`config.mk`:
```
export PLATFORM = sky130hd
export DESIGN_NAME = device_mux_6
export DESIGN_NICKNAME = d
export VERILOG_FILES = /design/src/rtl/device_mux_6.sv
export SDC_FILE = /design/constraint.sdc
export NUM_CORES = 1
export LEC_CHECK = 0
export ABC_AREA = 1
export BUFFER_PORTS_ARGS = -buffer_cell sky130_fd_sc_hd__buf_2
export CAP_MARGIN = 5
export CORE_AREA = 10 10 126 128
export DETAILED_ROUTE_END_ITERATION = 16
export DIE_AREA = 0 0 136 138
export PLACE_DENSITY = 0.56
export SETUP_SLACK_MARGIN = 0.2
export SYNTH_ARGS = -nofsm -noshare
export SYNTH_HDL_FRONTEND = slang
export SYNTH_SLANG_ARGS = --single-unit
```
`constraint.sdc`:
```
create_clock -name vclk -period 1.5
set_input_delay 0.075 -clock vclk [all_inputs]
set_output_delay 0.075 -clock vclk [all_outputs]
set_load 0.03 [all_outputs]
```
`src/rtl/device_mux_6.sv`:
```
// device_mux_6: CPU bus decoder/mux steering one master onto six slaves.
// Optional bus-error timeout enabled by macro DEVICE_MUX_BUS_TIMEOUT_EN.
//
// Ports:
//   clk, reset_n       clock, async active-low reset
//   as                 address strobe (bus cycle in progress)
//   master_addr        CPU byte address, bits [23:0] decoded
//   master_write       CPU write data, broadcast to all slaves
//   master_read        read data from the selected slave
//   master_uds/lds     upper/lower byte strobes from the CPU
//   master_ack         transfer acknowledge back to the CPU
//   slaveN_addr        slave-local address (24b for N=1, 8b otherwise)
//   slaveN_write       write data copy
//   slaveN_read        slave read data
//   slaveN_uds/lds     gated byte strobes
//   slaveN_ack         slave acknowledge
//
// Map: addr[23:16]!=IO_PAGE -> slave1 (memory);
//      IO_PAGE, addr[15:8]=00..04 -> slave2..6; 05..FF unmapped.
module device_mux_6 #(
  parameter logic [7:0] IO_PAGE        = 8'hFF,
  parameter int         TIMEOUT_CYCLES = 64
) (
  input  logic        clk,
  input  logic        reset_n,
  input  logic        as,
  input  logic [31:0] master_addr,
  input  logic [15:0] master_write,
  output logic [15:0] master_read,
  input  logic        master_uds,
  input  logic        master_lds,
  output logic        master_ack,

  output logic [23:0] slave1_addr,
  output logic [15:0] slave1_write,
  input  logic [15:0] slave1_read,
  output logic        slave1_uds,
  output logic        slave1_lds,
  input  logic        slave1_ack,

  output logic [7:0]  slave2_addr,
  output logic [15:0] slave2_write,
  input  logic [15:0] slave2_read,
  output logic        slave2_uds,
  output logic        slave2_lds,
  input  logic        slave2_ack,

  output logic [7:0]  slave3_addr,
  output logic [15:0] slave3_write,
  input  logic [15:0] slave3_read,
  output logic        slave3_uds,
  output logic        slave3_lds,
  input  logic        slave3_ack,

  output logic [7:0]  slave4_addr,
  output logic [15:0] slave4_write,
  input  logic [15:0] slave4_read,
  output logic        slave4_uds,
  output logic        slave4_lds,
  input  logic        slave4_ack,

  output logic [7:0]  slave5_addr,
  output logic [15:0] slave5_write,
  input  logic [15:0] slave5_read,
  output logic        slave5_uds,
  output logic        slave5_lds,
  input  logic        slave5_ack,

  output logic [7:0]  slave6_addr,
  output logic [15:0] slave6_write,
  input  logic [15:0] slave6_read,
  output logic        slave6_uds,
  output logic        slave6_lds,
  input  logic        slave6_ack
);

  localparam logic [7:0] TMO_LAST = 8'(TIMEOUT_CYCLES - 1);

  logic [7:0]  page;
  logic        in_io;
  logic [5:0]  sel;
  logic        bus_act;
  logic [5:0]  ack_vec;
  logic [5:0]  uds_vec;
  logic [5:0]  lds_vec;
  logic        sel_ack;
  logic [15:0] sel_rd;
  logic        tmo_hit;

  assign page  = master_addr[15:8];
  assign in_io = (master_addr[23:16] == IO_PAGE);

  // Reset forces the bus idle, so strobes/ack/data are gated by it too.
  assign bus_act = as & reset_n;

  always_comb begin
    sel = '0;
    unique case (1'b1)
      !in_io:                 sel[0] = 1'b1;
      in_io && page == 8'h00: sel[1] = 1'b1;
      in_io && page == 8'h01: sel[2] = 1'b1;
      in_io && page == 8'h02: sel[3] = 1'b1;
      in_io && page == 8'h03: sel[4] = 1'b1;
      in_io && page == 8'h04: sel[5] = 1'b1;
      default: ;
    endcase
  end

  assign ack_vec = {slave6_ack, slave5_ack, slave4_ack,
                    slave3_ack, slave2_ack, slave1_ack};

  assign uds_vec = {6{master_uds & bus_act}} & sel;
  assign lds_vec = {6{master_lds & bus_act}} & sel;

  assign sel_ack = bus_act & (|(sel & ack_vec));

  always_comb begin
    sel_rd = '0;
    unique case (1'b1)
      sel[0]:  sel_rd = slave1_read;
      sel[1]:  sel_rd = slave2_read;
      sel[2]:  sel_rd = slave3_read;
      sel[3]:  sel_rd = slave4_read;
      sel[4]:  sel_rd = slave5_read;
      sel[5]:  sel_rd = slave6_read;
      default: sel_rd = '0;
    endcase
  end

`ifdef DEVICE_MUX_BUS_TIMEOUT_EN
  logic [7:0] tmo_q;
  logic [7:0] tmo_d;

  // A real ack in the same cycle wins over the bus-error ack.
  assign tmo_hit = bus_act & ~sel_ack & (tmo_q == TMO_LAST);

  always_comb begin
    tmo_d = '0;
    if (bus_act && !master_ack)
      tmo_d = tmo_q + 8'd1;
  end

  always_ff @(posedge clk or negedge reset_n) begin
    if (!reset_n)
      tmo_q <= '0;
    else
      tmo_q <= tmo_d;
  end

  logic unused_tb;
  assign unused_tb = ^{master_addr[31:24]};
`else
  assign tmo_hit = 1'b0;

  logic unused_tb;
  assign unused_tb = ^{master_addr[31:24], clk, TMO_LAST};
`endif

  assign master_ack  = sel_ack | tmo_hit;

  always_comb begin
    master_read = '0;
    unique case (1'b1)
      sel_ack: master_read = sel_rd;
      tmo_hit: master_read = 16'hFFFF;
      default: master_read = '0;
    endcase
  end

  assign slave1_addr = master_addr[23:0];
  assign slave2_addr = master_addr[7:0];
  assign slave3_addr = master_addr[7:0];
  assign slave4_addr = master_addr[7:0];
  assign slave5_addr = master_addr[7:0];
  assign slave6_addr = master_addr[7:0];

  assign slave1_write = master_write;
  assign slave2_write = master_write;
  assign slave3_write = master_write;
  assign slave4_write = master_write;
  assign slave5_write = master_write;
  assign slave6_write = master_write;

  assign slave1_uds = uds_vec[0];
  assign slave2_uds = uds_vec[1];
  assign slave3_uds = uds_vec[2];
  assign slave4_uds = uds_vec[3];
  assign slave5_uds = uds_vec[4];
  assign slave6_uds = uds_vec[5];

  assign slave1_lds = lds_vec[0];
  assign slave2_lds = lds_vec[1];
  assign slave3_lds = lds_vec[2];
  assign slave4_lds = lds_vec[3];
  assign slave5_lds = lds_vec[4];
  assign slave6_lds = lds_vec[5];

endmodule

```
## Word-level counts from Yosys, hierarchy flattened

Cells that the tools add are included.

- Bits in registers: 0
- Input bits: 155
- Output and inout bits: 189
- Word-level logic and storage cells: 27

- Equal/unequal tests: 5
- Multiplexer cells: 8
- Bitwise logic cells: 7
- Reductions and logical operators: 7

Operator list:

| kind | count |
|---|---|
| case mux 16 bit (6 select lines) | 1 |
| AND 6 bit | 3 |
| == test 8 x 2 -> 1 bit, second input constant | 2 |
| two-way mux 16 bit | 1 |
| == test 8 x 1 -> 1 bit, second input constant | 1 |
| == test 8 x 3 -> 1 bit, second input constant | 1 |
| == test 8 bit, second input constant | 1 |
| logical NOT 8 bit | 1 |
| two-way mux 1 bit | 6 |
| OR reduction 6 bit | 1 |
| logical AND 1 bit | 5 |
| AND 1 bit | 4 |

## Logic depth before layout (Yosys ltp)

Gate-level depths: netlist (run 1).

- Depth in word-level cells: 7
- Mapped depth: 11
- Depth with buffers taken out: 10

## Least setup slack after synthesis (run 1)

OpenSTA, ideal clock, no wires.

- Path type: in2out
- Start point: in master_addr[17]
- End point: out master_read[0]
- Data arrival time: 1.327 ns
- Required time: 1.425 ns
- Slack: 0.098 ns
- Stages on the path: 10
- Buffers on the path: 2
- Path through: nand2_1 inv_1 nand2_1 nor2_4 buf_4 buf_2 nand3_1 nand2_1 nor3_1 nor2_1

- Cells in the longest elaborated chain, start to end: 7
- Elaborated cells on any way between the ends: 17
- Those cells by class: eq/ne: 1; mux: 8; bitwise: 2; reduce/logical: 6

RTL lines:

| what | line | source |
|---|---|---|
| start: declaration | 27 | `input logic [31:0] master_addr,` |
| == test 8 bit * | 91 | `assign in_io = (master_addr[23:16] == IO_PAGE);` |
| logical AND 1 bit, on equally long branches | -- |  |
| two-way mux 1 bit | 98 | `unique case (1'b1)` |
| AND 6 bit | 115 | `assign sel_ack = bus_act & (\|(sel & ack_vec));` |
| OR reduction 6 bit | 115 |  |
| AND 1 bit | 115 |  |
| two-way mux 16 bit * | 163 | `unique case (1'b1)` |
| end: declaration | 29 | `output logic [15:0] master_read,` |

Every way passes the cells marked *; elsewhere a longest branch is shown, timed or not.

## Worst setup path in the final report (run 1)

- Start point: in master_addr[17]
- End point: out master_read[5]

The elaborated chain is that of the path after synthesis.

==> results by group, run 1 <==
Setup path
  – Crit path from: master_addr[17]
  – WS Path Type: primary input to primary output
  – Startpoint Class: primary input
  – Critical Path End Type: primary output
  – Arr. time, crit path: 1.42 ns
  – Critical path destination: master_read[5]
  – Critical path required time: 1.42 ns
  – CP max FO: 9

Place
  – PortBufs: 167
  – GPL Wtd Cong: 0.754
  – Placed cell count: 617
  – HPWL Detailed: 9.30 mm
  – Placed cell area: 2520 sq um

GRT
  – GRT overflow: 0
  – Global-route wire length before repair: 16.0 mm
  – Initial antenna violation count: 4
  – GR Layer Usage met1: 0.122
  – Met3 global-route usage: 0.0413
  – Vias in the first global route: 2676
  – Pin count of the biggest net entering global routing: 25
  – Met2 Track Usage GR: 0.181
  – GR peak layer: met2
  – Total GRT Usage: 0.109

STA
  – Max-slew violations: 0
  – Final Hold Fails: 0
  – FMAX: 670 MHz
  – Slew margin rel.: 0.771
  – RSZ-0062 raised after global routing: yes
  – Setup TNS: 0 ns
  – Fin crit period: 1.49 ns
  – Finish-stage setup viols: 0
  – Worst slew pin tran: 0.343 ns
  – Final Cycle Share: 0.995

Synth
  – Synth Area per Inst: 5.78 sq um
  – Yosys cell types: 15
  – Post-synthesis sequential area ratio: 0
  – Syn Std Cell Area: 2440 sq um
  – Post-Synthesis Cells: 423
  – Yosys warnings: 0
  – Mapped Nets: 578

Die
  – FP Rows: 43
  – Die width: 136 um
  – Ports: 344
  – Die Height: 138 um
  – Core area: 13500 sq um
  – Initial core utilization: 0.181
  – Die ar.: 18800 sq um

Finish
  – Area delta synth->final: 35.7%
  – Share of layout cells above drive strength 1: 0.638
  – Register Area: 0 sq um
  – Area taken by multi-input logic gates: 1450 sq um
  – Clock buffer count: 0
  – Layout fillers: 1543
  – Non-Filler Instances: 630
  – Final nets: 605
  – Fin area: 3320 sq um
  – Seq cells: 0

Detailed routing
  – Drt via density: 4.11
  – Vias: 2587
  – Antenna-violating nets left: 0
  – Final WL: 12.0 mm
  – # DRC: 0
  – Avg WL per Cell: 19.1 um
  – DR iter-0 viols: 104
  – Drt first pass iters: 4

Pwr
  – Power per standard cell area: 157 nW/um^2
  – Clock network fraction of design power: 0
  – Sequential share of power: 0
  – Sw power: 271 uW
  – Int Pwr: 250 uW
  – Max VDD drop: 68.7 uV
  – Comb pwr share: 1.000
  – Static Leakage: 1.68 nW
  – Switch share: 0.520

Min path
  – Hold WC Path Type: primary input to primary output

Run status
  – Status: finished, final reports clean

Job
  – Max capacitance violation total: 0
-- synth_stat cells --
library cell	n	share of area
buf_6	1	0.0046
buf_4	161	0.49
nand3_1	85	0.17
nand2_4	2	0.0092
nor2_1	24	0.037
nand4_2	1	0.0051
nand2_2	1	0.0026
nor3_1	16	0.033
clkbuf_1	1	0.0015
inv_1	10	0.015
nor2_2	12	0.031
buf_2	13	0.027
nand2_1	88	0.14
nor2_4	6	0.028
inv_2	2	0.0031
-- per-layer routing --
metal,vias to the layer above,share of wire
met4,4,0.043
met2,142,0.48
li1,1248,-
met3,68,0.11
met5,-,0.0023
met1,1125,0.36
-- worst max-delay path, cell delays in order --
cell and delay [ns]:
buf_8 0.10, nand2_4 0.06, inv_2 0.04, nand2_2 0.08
nor2_4 0.06, clkbuf_16 0.15, buf_12 0.13, clkbuf_16 0.16
nand3_1 0.07, nand2_1 0.06, nor3_2 0.24, nor2_4 0.06
buf_6 0.14
-- what timing repair did --
item / CTS / global route
hold buffers: 0 / 0
pin swaps: 4 / 30
cloned: 1 / 5
buffers inserted: 2 / 3
gates resized for setup: 50 / 112
endpoints found under the setup margin: 27 / 29
-- worst min-delay path by stage --
stage	from	end	depth (start not counted)
2_1_floorplan	master_addr[0]	slave1_addr[0]	1
3_3_place_gp	master_write[9]	slave6_write[9]	0
3_5_place_dp	master_write[9]	slave6_write[9]	0
4_1_cts	master_write[9]	slave6_write[9]	0
5_1_grt	master_addr[4]	slave1_addr[4]	0
6_report	master_addr[4]	slave1_addr[4]	0
-- layout make-up --
class | instances | share of cell area
Inverter | 12 | 0.0166
Timing Repair Buffer | 201 | 0.476
Multi-Input combinational cell | 235 | 0.438
Antenna cell | 2 | 0.00151
Tap cell | 180 | 0.0679
-- power by group through the flow --
stage	Combinational (mW)	Clock (mW)	Sequential [mW]
2_1_floorplan	0.922	0	0
3_3_place_gp	0.419	0	0
3_5_place_dp	0.419	0	0
4_1_cts	0.449	0	0
5_1_grt	0.561	0	0
6_report	0.521	0.000000178	0
-- logic make-up after synthesis --
group                  count (synthesis)  synth area share
buffers and inverters                188             0.546
and+or+nand+nor                      235             0.454
-- metrics by stage --
step	power, mW	setup WS [ns]	utilization	hold slack, ns
floorplan	0.922	0.133	-	0.282
global placement	0.419	-0.0906	0.187	0.151
detailed placement	0.419	-0.0963	0.187	0.151
CTS	0.449	0.00394	0.204	0.151
global route	0.561	-0.0827	0.245	0.150
finish	0.521	0.00737	0.246	0.150
-- layout by cell type (no fill, tap or decap), drive strengths merged --
master / Yosys / layout
nor3: 16 / 16
clkbuf: 1 / 5
nor2: 42 / 42
nand3: 85 / 85
diode: 0 / 2
clkinv: 0 / 1
buf: 175 / 196
nand2: 91 / 91
inv: 12 / 11
nand4: 1 / 1
Power figures use the tool's default switching activity.
==> run 2: changes to the inputs <==
Settings changed: ABC_AREA 1 to not set, CORE_AREA 10 10 126 128 to 10 10 127 129, DIE_AREA 0 0 136 138 to 0 0 137 139, PLACE_DENSITY 0.56 to 0.54.
==> results by group, run 2 <==
Run status
  – Status: finished with violations (was finished, final reports clean)
  – Failing checks: setup timing

Detailed routing
  – Antenna-violating nets left: 0 (unchanged)
  – Vias: 1983 (was 2587)
  – # DRC: 0 (unchanged)
  – Met2 wire len: 4.85 mm (was 5.79 mm)
  – Avg WL per Cell: 20.8 um (was 19.1 um)
  – DR WL met3: 1.30 mm (was 1.32 mm)
  – Final WL: 10.2 mm (was 12.0 mm)
  – Uppermost layer routed: met4 (was met5)
  – M1 WL: 3.71 mm (was 4.35 mm)
  – Drt via density: 4.04 (was 4.11)
  – DR iter-0 viols: 100 (was 104)
  – Drt first pass iters: 6 (was 4)

Place
  – PortBufs: 167 (unchanged)
  – Placed cell area: 2520 sq um (about the same)
  – GPL Wtd Cong: 0.918 (was 0.754)
  – HPWL Detailed: 8.91 mm (was 9.30 mm)

STA
  – Worst slew pin tran: 0.721 ns (was 0.343 ns)
  – Final setup margin: -0.452 ns (was 0.00737 ns)
  – Fin crit period: 1.95 ns (was 1.49 ns)
  – Final Hold Fails: 0 (unchanged)
  – Max-slew violations: 0 (unchanged)
  – RSZ-0062 raised after global routing: yes (unchanged)
  – Final Cycle Share: 1.30 (was 0.995)
  – FMAX: 512 MHz (was 670 MHz)
  – Finish-stage setup viols: 27 (was 0)
  – Slew margin rel.: 0.519 (was 0.771)
  – Worst slack on hold paths: 0.150 ns (unchanged)

Setup path
  – Family with the most delay on the worst path: simple AND/OR/NAND/NOR gates (was buffers and inverters)
  – Most common cell on crit path: buf_6
  – Slowest Stage Delay on Critical Path: 0.57 ns (was 0.24 ns)
  – Critical Path End Type: primary output (unchanged)
  – CP max FO: 6 (was 9)
  – Critical path required time: 1.42 ns (about the same)
  – Arr. time, crit path: 1.88 ns (was 1.42 ns)
  – Critical-path top delay cell: or4_4 (was nor3_2)
  – WS Path Type: primary input to primary output (unchanged)
  – Startpoint Class: primary input (unchanged)
  – CP bufs+invs: 4 (was 6)
  – Crit-path cells: buf_8, or4_4, nor4_4, buf_4, buf_6, a222oi_1, a211oi_4, buf_6 (was buf_8, nand2_4, inv_2, nand2_2, nor2_4, clkbuf_16, buf_12, clkbuf_16, nand3_1, nand2_1, nor3_2, nor2_4, buf_6)

Die
  – Die ar.: 19000 sq um (was 18800 sq um)
  – Die width: 137 um (was 136 um)
  – Core area: 13700 sq um (was 13500 sq um)
  – FP Rows: 43 (unchanged)
  – Initial core utilization: 0.161 (was 0.181)
  – Die Height: 139 um (was 138 um)
  – Ports: 344 (unchanged)

Pwr
  – Power per standard cell area: 200 nW/um^2 (was 157 nW/um^2)
  – Int Pwr: 289 uW (was 250 uW)
  – Sw power: 302 uW (was 271 uW)
  – Max VDD drop: 48.0 uV (was 68.7 uV)
  – Clock network fraction of design power: 0 (about the same)
  – Static Leakage: 1.28 nW (was 1.68 nW)
  – Sequential share of power: 0 (about the same)
  – Comb pwr share: 1.000 (about the same)
  – Switch share: 0.511 (was 0.520)

Synth
  – Yosys cell types: 25 (was 15)
  – Syn Std Cell Area: 2200 sq um (was 2440 sq um)
  – Post-synthesis sequential area ratio: 0 (unchanged)
  – Synth top cells by count: buf_4 (161), a222oi_1 (16), a22oi_1 (16), mux2_2 (16), nor2_1 (10) (was buf_4 (161), nand2_1 (88), nand3_1 (85), nor2_1 (24), nor3_1 (16))
  – Synth Area per Inst: 8.05 sq um (was 5.78 sq um)
  – Area contributors post-synth: buf_4 (55%), mux2_2 (8.2%), a222oi_1 (7.3%) (was buf_4 (49%), nand3_1 (17%), nand2_1 (14%))
  – Most frequent cell after synthesis: buf_4 (unchanged)
  – Post-synth top area share: 0.550 (was 0.495)
  – Mapped Nets: 428 (was 578)
  – Yosys top cell by area: buf_4 (unchanged)
  – Yosys warnings: 0 (unchanged)
  – Post-Synthesis Cells: 273 (was 423)

GRT
  – Total GRT Usage: 0.0935 (was 0.109)
  – Initial antenna violation count: 0 (was 4)
  – Pin count of the biggest net entering global routing: 18 (was 25)
  – GRT overflow: 0 (unchanged)
  – Vias in the first global route: 2192 (was 2676)
  – Global-route wire length before repair: 14.1 mm (was 16.0 mm)

Finish
  – Area taken by multi-input logic gates: 1240 sq um (was 1450 sq um)
  – Most common cell after layout, fill and taps aside: buf_2 (unchanged)
  – Seq cells: 0 (unchanged)
  – Layout fillers: 1529 (was 1543)
  – Share of layout cells above drive strength 1: 0.907 (was 0.638)
  – Final nets: 468 (was 605)
  – Area delta synth->final: 34.3% (was 35.7%)
  – Clock buffer count: 0 (unchanged)
  – Antenna diodes: 0 (was 2)
  – Most frequent cells in the layout: buf_2 (134), buf_6 (36), buf_4 (29) (was buf_2 (128), nand3_1 (77), nand2_1 (69))
  – Final core occ: 0.216 (was 0.246)
  – Fin area: 2950 sq um (was 3320 sq um)
  – Register Area: 0 sq um (unchanged)

Min path
  – Hold WC Path Type: primary input to primary output (unchanged)

Job
  – Max capacitance violation total: 0 (unchanged)
[run 2: cell count changes after synthesis, moves of 9 or more]
| cell | previous run | this run |
|---|---|---|
| nand2_1 | 88 | 2 |
| a211oi_2 | 0 | 9 |
| mux2_2 | 0 | 16 |
| nor2_1 | 24 | 10 |
| a222oi_1 | 0 | 16 |
| nor2_2 | 12 | 0 |
| a22oi_1 | 0 | 16 |
| buf_2 | 13 | 3 |
| nor3_1 | 16 | 4 |
| nand3_1 | 85 | 2 |
[run 2: final timing paths]
| path | from | to | slack, ns | cells after the start |
|---|---|---|---|---|
| worst max-delay path | master_addr[8] | master_read[12] | -0.45 | 8 |
| worst min-delay path | master_write[3] | slave1_write[3] | 0.15 | 0 |
[run 2: cells by family after synthesis]
| family | share of synthesized area |
|---|---|
| buffers and inverters | 0.575 |
| AO/OA/AOI/OAI | 0.213 |
| AND/OR/NAND/NOR | 0.120 |
| multiplexers | 0.0922 |
[run 2: cell type report]
| class | count | area share |
|---|---|---|
| Timing Repair Buffer | 208 | 0.497 |
| Tap cell | 180 | 0.0763 |
| Multi-Input combinational cell | 100 | 0.420 |
| Inverter | 3 | 0.00678 |
[run 2: per-stage QoR]
stage / TNS (ns) / power, mW / instances / worst slack (ns)
2_1_floorplan: -8.01 / 0.995 / 273 / -0.417
3_3_place_gp: -11.25 / 0.537 / 480 / -0.565
3_5_place_dp: -11.55 / 0.542 / 480 / -0.576
4_1_cts: -8.97 / 0.589 / 488 / -0.468
5_1_grt: -10.44 / 0.630 / 491 / -0.520
6_report: -8.48 / 0.591 / 491 / -0.452
[run 2: what timing repair did]
| item | 4_1_cts | 5_1_grt |
|---|---|---|
| pin swaps | 26 | 31 |
| cloned | 2 | 1 |
| gates resized for setup | 81 | 11 |
| hold endpoints to repair | 0 | 0 |
| buffers inserted | 6 | 2 |
| hold buffers | 0 | 0 |
| setup endpoints to repair | 27 | 27 |
[run 2: layer usage]
layer | track usage | vias up
li1 | - | 895
met1 | 0.103 | 912
met2 | 0.166 | 126
met3 | 0.0250 | 50
met4 | 0.0327 | 0
met5 | 0 | -
[run 2: power groups by stage]
| stage | clock (mW) | sequential, mW | combinational [mW] |
|---|---|---|---|
| floorplan | 0 | 0 | 0.995 |
| global placement | 0 | 0 | 0.537 |
| detailed placement | 0 | 0 | 0.542 |
| CTS | 0 | 0 | 0.589 |
| global route | 0 | 0 | 0.630 |
| finish | 0 | 0 | 0.591 |
==> run 3: changes to the inputs <==
Settings changed: GPL_TIMING_DRIVEN set to 0.
==> results by group, run 3 (synthesized netlist as in run 2, its figures left out) <==
Min path
  – Worst hold stages: 2 (was 0)
  – Hold WC Path Type: primary input to primary output (unchanged)

Run status
  – Status: finished with violations (unchanged)
  – Failing checks: setup timing (unchanged)

Finish
  – Final nets: 765 (was 468)
  – Register Area: 0 sq um (unchanged)
  – Seq cells: 0 (unchanged)
  – Clock buffer count: 0 (unchanged)
  – Fin area: 4770 sq um (was 2950 sq um)
  – Most common cell after layout, fill and taps aside: buf_2 (unchanged)
  – Non-Filler Instances: 790 (was 491)
  – Most frequent cells in the layout: buf_2 (280), buf_4 (180), buf_6 (34) (was buf_2 (134), buf_6 (36), buf_4 (29))
  – Share of layout cells above drive strength 1: 0.944 (was 0.907)
  – Area delta synth->final: 117% (was 34.3%)
  – Final core occ: 0.349 (was 0.216)

Setup path
  – CP max FO: 5 (was 6)
  – Critical path required time: 1.42 ns (about the same)
  – Startpoint Class: primary input (unchanged)
  – WS Path Type: primary input to primary output (unchanged)
  – Arr. time, crit path: 1.91 ns (was 1.88 ns)
  – Critical Path End Type: primary output (unchanged)

STA
  – Setup TNS: -10.20 ns (was -8.48 ns)
  – Fin crit period: 1.98 ns (was 1.95 ns)
  – Final Hold Fails: 0 (unchanged)
  – FMAX: 504 MHz (was 512 MHz)
  – Finish-stage setup viols: 27 (unchanged)
  – Worst slew pin tran: 0.753 ns (was 0.721 ns)
  – Slew margin rel.: 0.498 (was 0.519)
  – Final setup margin: -0.482 ns (was -0.452 ns)
  – Worst slack on hold paths: 0.403 ns (was 0.150 ns)
  – RSZ-0062 raised after global routing: yes (unchanged)
  – Final Cycle Share: 1.32 (was 1.30)
  – Max-slew violations: 0 (unchanged)

Detailed routing
  – DR iter-0 viols: 64 (was 100)
  – Drt first pass iters: 5 (was 6)
  – Drt via density: 3.85 (was 4.04)
  – Antenna-violating nets left: 0 (unchanged)
  – Vias: 3038 (was 1983)
  – # DRC: 0 (unchanged)
  – Final WL: 13.7 mm (was 10.2 mm)
  – Avg WL per Cell: 17.3 um (was 20.8 um)

GRT
  – Pin count of the biggest net entering global routing: 11 (was 18)
  – Vias in the first global route: 3319 (was 2192)
  – Global-route wire length before repair: 19.2 mm (was 14.1 mm)
  – Initial antenna violation count: 3 (was 0)
  – Total GRT Usage: 0.127 (was 0.0935)
  – GRT overflow: 0 (unchanged)

Die
  – FP Rows: 43 (unchanged)
  – Die ar.: 19000 sq um (unchanged)
  – Core area: 13700 sq um (unchanged)
  – Initial core utilization: 0.161 (unchanged)
  – Die Height: 139 um (unchanged)
  – Die width: 137 um (unchanged)
  – Ports: 344 (unchanged)

Pwr
  – Max VDD drop: 227 uV (was 48.0 uV)
  – Tot Pwr: 1.49 mW (was 591 uW)
  – Power per standard cell area: 312 nW/um^2 (was 200 nW/um^2)
  – Static Leakage: 2.56 nW (was 1.28 nW)

Place
  – GPL Wtd Cong: 0.802 (was 0.918)
  – Placed cell count: 764 (was 480)
  – HPWL Detailed: 11.9 mm (was 8.91 mm)
  – Placed cell area: 4220 sq um (was 2520 sq um)
  – Post-place setup slack: -1.02 ns (was -0.576 ns)
  – PortBufs: 311 (was 167)

Job
  – Max capacitance violation total: 0 (unchanged)
## run 3: area by class of cell
cell class                 instances  area, sq um
tap                              180          225
antenna                            2         5.00
timing repair buffer             335         1970
inverter                           3         13.8
buffer                           170         1300
fill                            1472         8900
multi-input combinational        100         1250
## run 3: final timing paths
kind,from,endpoint,slack [ns]
worst max-delay path,master_addr[11],master_read[14],-0.48
worst min-delay path,master_write[5],slave5_write[5],0.40
## run 3: timing repair
item / 4_1_cts / 5_1_grt
hold buffers: 0 / 0
gates resized for setup: 87 / 9
setup endpoints to repair: 27 / 27
pin swaps: 21 / 11
cloned: 4 / 0
setup buffers: 18 / 2
## run 3: where the power goes
| part | switching [mW] | total, mW | leakage (nW) | internal (mW) |
|---|---|---|---|---|
| clock | 0 | 0.000000178 | 0.0000127 | 0.000000178 |
| sequential | 0 | 0 | 0 | 0 |
| combinational | 0.834 | 1.49 | 2.56 | 0.655 |
| total | 0.834 | 1.49 | 2.56 | 0.655 |
## run 3: worst max-delay path, cell delays in order
cell and delay, ns:
buf_6 0.09, or4_4 0.59, nor4_4 0.26, buf_4 0.18, buf_6 0.12, a222oi_1 0.15
a211oi_4 0.26, buf_6 0.17
## run 3: metal layers
metal	global-route usage	up-vias	share of wire	wire length, um
li1	-	1498	-	-
met1	0.122	1326	0.33	4470
met2	0.244	208	0.51	7020
met3	0.0630	4	0.16	2150
met4	0.00666	2	0.0020	28
met5	0	-	0.00095	13
